**src/rtl/branch_redirect_unit_pkg.sv**
```systemverilog
// Shared encodings for the EX-stage branch redirect logic: branch kinds,
// redirect FSM states and the delay-slot distance used in target arithmetic.
package branch_redirect_unit_pkg;

  localparam logic [1:0] BR_KIND_NONE = 2'b00;
  localparam logic [1:0] BR_KIND_COND = 2'b01;
  localparam logic [1:0] BR_KIND_J    = 2'b10;
  localparam logic [1:0] BR_KIND_JR   = 2'b11;

  typedef enum logic [1:0] {
    RDR_IDLE     = 2'b00,
    RDR_WAIT_DS  = 2'b01,
    RDR_REDIRECT = 2'b10
  } rdr_state_e;

  localparam logic [31:0] DELAY_SLOT_OFFSET = 32'd4;

  // Branch immediates count words, so sign-extend and scale to bytes.
  function automatic logic [31:0] branch_byte_offset(input logic [15:0] offset);
    return {{14{offset[15]}}, offset, 2'b00};
  endfunction

endpackage

```
**src/rtl/branch_target_calc.sv**
```systemverilog
// Combinational selection between the PC-relative, J-format and register
// redirect targets; all arithmetic is 32-bit and wraps silently.
module branch_target_calc
  import branch_redirect_unit_pkg::*;
(
  input  logic [1:0]  br_kind,
  input  logic [31:0] pc,
  input  logic [15:0] offset,
  input  logic [25:0] instr_index,
  input  logic [31:0] jr_src,
  output logic [31:0] target
);

  logic [31:0] pc_plus4;

  assign pc_plus4 = pc + DELAY_SLOT_OFFSET;

  // Misaligned JR targets pass straight through; fetch reports the fault.
  always_comb begin
    case (br_kind)
      BR_KIND_COND: target = pc_plus4 + branch_byte_offset(offset);
      BR_KIND_J:    target = {pc_plus4[31:28], instr_index, 2'b00};
      BR_KIND_JR:   target = jr_src;
      default:      target = pc_plus4;
    endcase
  end

endmodule

```
**src/rtl/branch_redirect_unit.sv**
```systemverilog
// Resolves EX-stage control transfers and holds the redirect back until the
// delay slot is fetched and IF accepts it; also counts taken transfers.
module branch_redirect_unit
  import branch_redirect_unit_pkg::*;
#(
  parameter logic [31:0] RESET_PC = 32'hBFC0_0000,
  parameter int          CNT_W    = 32
) (
  input  logic             clk,
  input  logic             resetn,
  input  logic             ex_valid,
  input  logic [1:0]       ex_br_kind,
  input  logic             ex_bresult,
  input  logic [31:0]      ex_pc,
  input  logic [15:0]      ex_offset,
  input  logic [25:0]      ex_instr_index,
  input  logic [31:0]      ex_jr_src,
  input  logic             ds_valid,
  input  logic             if_ready,
  input  logic             flush,
  output logic             ex_ready,
  output logic             redirect_valid,
  output logic [31:0]      redirect_pc,
  output logic [CNT_W-1:0] taken_cnt
);

  rdr_state_e  state;
  rdr_state_e  state_next;
  logic        res;
  logic        taken;
  logic        take;
  logic [31:0] target;

  if (RESET_PC[1:0] != 2'b00) begin : g_reset_pc_check
    $error("branch_redirect_unit: RESET_PC must be word aligned");
  end

  branch_target_calc u_target_calc (
    .br_kind     (ex_br_kind),
    .pc          (ex_pc),
    .offset      (ex_offset),
    .instr_index (ex_instr_index),
    .jr_src      (ex_jr_src),
    .target      (target)
  );

  // An unknown comparator result falls into the else branch: not taken.
  always_comb begin
    taken = 1'b1;
    if (ex_br_kind == BR_KIND_COND) begin
      if (ex_bresult) taken = 1'b1;
      else            taken = 1'b0;
    end
    res  = ex_valid && ex_ready && (ex_br_kind != BR_KIND_NONE) && !flush;
    take = res && taken;
  end

  always_ff @(posedge clk or negedge resetn) begin
    if (!resetn) state <= RDR_IDLE;
    else         state <= state_next;
  end

  always_comb begin
    state_next = state;
    if (flush) begin
      state_next = RDR_IDLE;
    end else begin
      case (state)
        RDR_IDLE:     if (take) state_next = ds_valid ? RDR_REDIRECT : RDR_WAIT_DS;
        RDR_WAIT_DS:  if (ds_valid) state_next = RDR_REDIRECT;
        RDR_REDIRECT: if (if_ready) state_next = RDR_IDLE;
        default:      state_next = RDR_IDLE;
      endcase
    end
  end

  always_comb begin
    ex_ready       = (state == RDR_IDLE);
    redirect_valid = (state == RDR_REDIRECT);
  end

  // Target is captured only at resolve, so it stays put for the handshake.
  always_ff @(posedge clk or negedge resetn) begin
    if (!resetn) begin
      redirect_pc <= 32'd0;
      taken_cnt   <= '0;
    end else if (take) begin
      redirect_pc <= target;
      taken_cnt   <= taken_cnt + CNT_W'(1);
    end
  end

  always_ff @(posedge clk) begin
    if (resetn && res && (ex_br_kind == BR_KIND_COND))
      assert (!$isunknown(ex_bresult))
        else $error("branch_redirect_unit: unknown bresult on conditional branch");
  end

endmodule

```
**config.mk**
```make
export PLATFORM = sky130hd
export DESIGN_NAME = branch_redirect_unit
export DESIGN_NICKNAME = d
export VERILOG_FILES = /design/src/rtl/branch_redirect_unit_pkg.sv /design/src/rtl/branch_target_calc.sv /design/src/rtl/branch_redirect_unit.sv
export SDC_FILE = /design/constraint.sdc
export NUM_CORES = 1
export LEC_CHECK = 0
export CAP_MARGIN = 10
export CORE_ASPECT_RATIO = 1.4
export CORE_MARGIN = 10
export CORE_UTILIZATION = 45
export DETAILED_ROUTE_END_ITERATION = 7
export PLACE_DENSITY = 0.81
export SYNTH_ARGS = -nofsm -noshare
export SYNTH_HDL_FRONTEND = slang
export SYNTH_SLANG_ARGS = --single-unit
```
**constraint.sdc**
```tcl
create_clock -name clk -period 2.3 [get_ports clk]
set_input_delay 0.345 -clock clk [delete_from_list [all_inputs] [get_ports clk]]
set_output_delay 0.345 -clock clk [all_outputs]
set_load 0.005 [all_outputs]
```
==> impl_results.rst <==
.. list-table::
   :header-rows: 1

   * - Metric
     - Value
   * - Post-synthesis cell type count
     - 61
   * - Post-Synthesis Cells
     - 646
   * - Placement Rows
     - 47
   * - Antenna violations before repair
     - 0
   * - DRC violations left
     - 0
   * - Minimum clock period after layout
     - 3465 ps
   * - Status
     - finished with violations
   * - Wirelength per Cell
     - 25.83 um
   * - Slew margin rel.
     - 0.5347
   * - Number of enable flip-flop cells after synthesis
     - 0
   * - Hold-fix buffers at CTS
     - 0
   * - Number of antenna diodes
     - 0
   * - Routed via count
     - 7463
   * - Pwr/cell area
     - 536.3 nW/um^2
   * - Worst Reg-to-Reg Cells
     - 7
   * - Share of Yosys cell area claimed by the top area cell type
     - 0.3017
   * - Num ports
     - 181
   * - Worst Skew
     - 13.91 ps
   * - Critical-path top delay cell
     - or3_4
   * - Cell family contributing the most delay on the critical path
     - simple AND/OR/NAND/NOR gates
   * - Post-DP HPWL
     - 17.56 mm
   * - Number of global-route vias before repair
     - 7748
   * - Number of antenna-violating nets in the routed design
     - 0
   * - CP Class
     - input pin to flip-flop
   * - Largest fanout on the critical path
     - 4
   * - Aggregate global-route resource usage
     - 0.2935
   * - First-pass GRT wire length
     - 40.32 mm
   * - Violated checks
     - negative setup slack
   * - CTS Root Cell
     - clkbuf_16
   * - FMAX
     - 0.2886 GHz
   * - Clock input transition at the sequential cells of the worst setup and hold paths
     - 70 ps
   * - Global route overflow
     - 0
   * - Cts bufs inserted
     - 9
   * - Area grow syn2layout
     - 85.42%
   * - Endpoint required time on the critical path
     - 2520 ps
   * - Biggest area consumer among synthesized cells
     - dfrtp_1
   * - Pleak
     - 4.509 nW
   * - Overall die height
     - 150.5 um
   * - Leading cell types by total area after synthesis
     - dfrtp_1, ha_1, xnor2_1, nand2_1, mux2i_1
   * - Vias per Instance
     - 6.439
   * - Cell area after synthesis
     - 5474 um^2
   * - Aggregate routed wire length
     - 29.94 mm
   * - Transition at the pin with the smallest max-transition slack
     - 698.0 ps
   * - Setup crit end kind
     - flip-flop
   * - Cell count after placement
     - 1112
   * - Clock insertion delay at the later pin of the skew report
     - 350 ps
   * - CTS sink count
     - 66
   * - Buffers from clock root to sink, at most
     - 2
   * - Die width
     - 113.2 um
   * - Final setup vio count
     - 23
   * - Share of synthesized flip-flops with an asynchronous set or reset
     - 1.000
   * - Core area
     - 11880 um^2
   * - Most common flop cell mapped by yosys
     - dfrtp_1
   * - Starting Density
     - 0.4608
   * - Synth warn
     - 0
   * - Die area
     - 17040 um^2
   * - Post-synthesis sequential area ratio
     - 0.3017
   * - Count of pins over their slew limit
     - 0
   * - Data arrival time of the critical path
     - 3690 ps
   * - Router iterations before antenna repair
     - 7
   * - Highest signal layer in the routed design
     - met4
   * - Met3 WL
     - 3.173 mm
   * - Final non-filler cell total
     - 1159
   * - Maximum vdd ir drop
     - 407.5 uV
   * - Met1 Routed Length
     - 9.812 mm
   * - Critical-path cell list
     - dlygate4sd2_1, nand2_2, nor4_4, and4_4, nand3_1, xnor2_2, ha_1, a21oi_1, o21ai_2, nand3_1, nand2_2, o21bai_4, a2111oi_4, or3_4, a31o_2
   * - Buffers added on ports
     - 180
   * - Detailed Route Iter0 Violations
     - 834
   * - Maximum number of pins on one net before global-route repair
     - 48
   * - Worst min-delay path class
     - input pin to async pin
   * - Worst stage delay on the critical path
     - 400 ps
   * - WP depth
     - 15
   * - Startpoint Class
     - input pin
   * - Clock tree from TritonCTS
     - done
   * - Hold violation total from the final report
     - 0
   * - Max-cap check violation count
     - 0
   * - Detail Route met2 WL
     - 14.38 mm
   * - Post-synthesis area per instance
     - 8.474 um^2
   * - Synth Net Count
     - 797
   * - Layout Nets
     - 1158
   * - Max H-tree Level
     - 3
   * - Buffer and inverter count on the worst path
     - 1
   * - RSZ-0062 raised after global routing
     - true
   * - Layout cells sized above 1
     - 0.3735
   * - Final setup slack of the worst path
     - -1165 ps
   * - Ratio of final minimum period to clock period
     - 1.506
   * - Flip-flop and latch count after synthesis
     - 66
   * - Routability congestion estimate
     - 0.9647
   * - Worst slack, placed
     - -1628 ps
[power by group]
group / switching [mW] / total, mW / internal (mW)
logic: 1.17 / 2.44 / 1.27
registers: 0.165 / 1.51 / 1.34
clock network: 0.589 / 1.49 / 0.903
total: 1.93 / 5.44 / 3.52
[final cells by class]
cell class                 instances  area, um^2
inverter                          15       58.81
multi-input combinational        540        4623
tap                              147       183.9
clock buffer                      11       252.7
sequential                        66        1652
fill                             566        1729
clock inverter                     5       61.31
timing repair buffer             375        3318
[layout by cell type (no fill, tap or decap), drive strengths merged, types with 11 or more instances in the layout]
cell           synthesis  layout
a21o                  21      21
a21oi                 47      47
buf                    4     205
clkbuf                21      16
clkdlybuf4s50          0     153
dfrtp                 66      66
dlygate4sd2            0      11
ha                    35      35
inv                   14      15
mux2i                 26      26
nand2                 74      74
nand3                 34      34
nand4                 17      17
nor2                  41      41
nor3                  15      15
o21ai                 35      35
xnor2                 48      48
xor2                  29      29
[state kept, by name, summed over array words and instances (netlist names)]
register     count
redirect_pc     32
state            2
taken_cnt       32
[cells by family after synthesis]
kind of cell,after synthesis,synth area share
flops,66,0.3017
xor+xnor,77,0.1232
compound gates,160,0.1872
mux,30,0.05577
buf+inv,40,0.02880
simple gates,237,0.2197
fa+ha+maj,36,0.08366
[routing by layer]
layer | up-vias | global-route usage
li1 | 3061 | -
met1 | 3481 | 0.2986
met2 | 679 | 0.5234
met3 | 242 | 0.07567
met4 | 0 | 0.1838
met5 | - | 0
[synth_stat cells (all sizes together), types with 2 or more instances]
library cell and n:
nand2 74, dfrtp 66, xnor2 48, a21oi 47, nor2 41, ha 35
o21ai 35, nand3 34, xor2 29, mux2i 26, a21o 21, clkbuf 21
nand4 17, nor3 15, inv 14, nand2b 10, a221oi 9, a31oi 9
and3 9, nor4 7, a211oi 6, and2 6, nor2b 5, o31ai 5
and4 4, buf 4, mux2 4, nor3b 4, or3 4, a21boi 3
a32oi 3, o21a 3, a2111oi 2, a22o 2, o211ai 2, o21bai 2
o22ai 2, o311a 2, or2 2
[stage by stage]
stage	power, mW	hold WS, ps	util	cell area (um^2)	TNS (ps)
after floorplan	2.237	49.41	-	5637	-8978
after global placement	3.344	370.6	0.7377	8763	-32240
after detailed placement	3.415	392.8	0.7377	8763	-35740
after CTS	5.099	34.18	0.8265	9818	-11550
after global routing	5.575	65.30	0.8544	10150	-19910
final	5.443	29.92	0.8544	10150	-18740
[final timing paths]
kind	start	endpoint	slack [ps]
min in group clk	flush	state[1]	280
max	ex_pc[11]	redirect_pc[30]	-1160
max reg2reg	taken_cnt[10]	taken_cnt[31]	160
max in group asynchronous	resetn	state[0]	1580
min	resetn	redirect_pc[3]	30
min reg2reg	taken_cnt[31]	taken_cnt[31]	470
[repair_timing]
item / CTS / global route
pin swaps: 117 / 49
setup buffers: 29 / 8
resized for setup: 173 / 72
setup endpoints to repair: 27 / 27
Power figures use the tool's default switching activity.
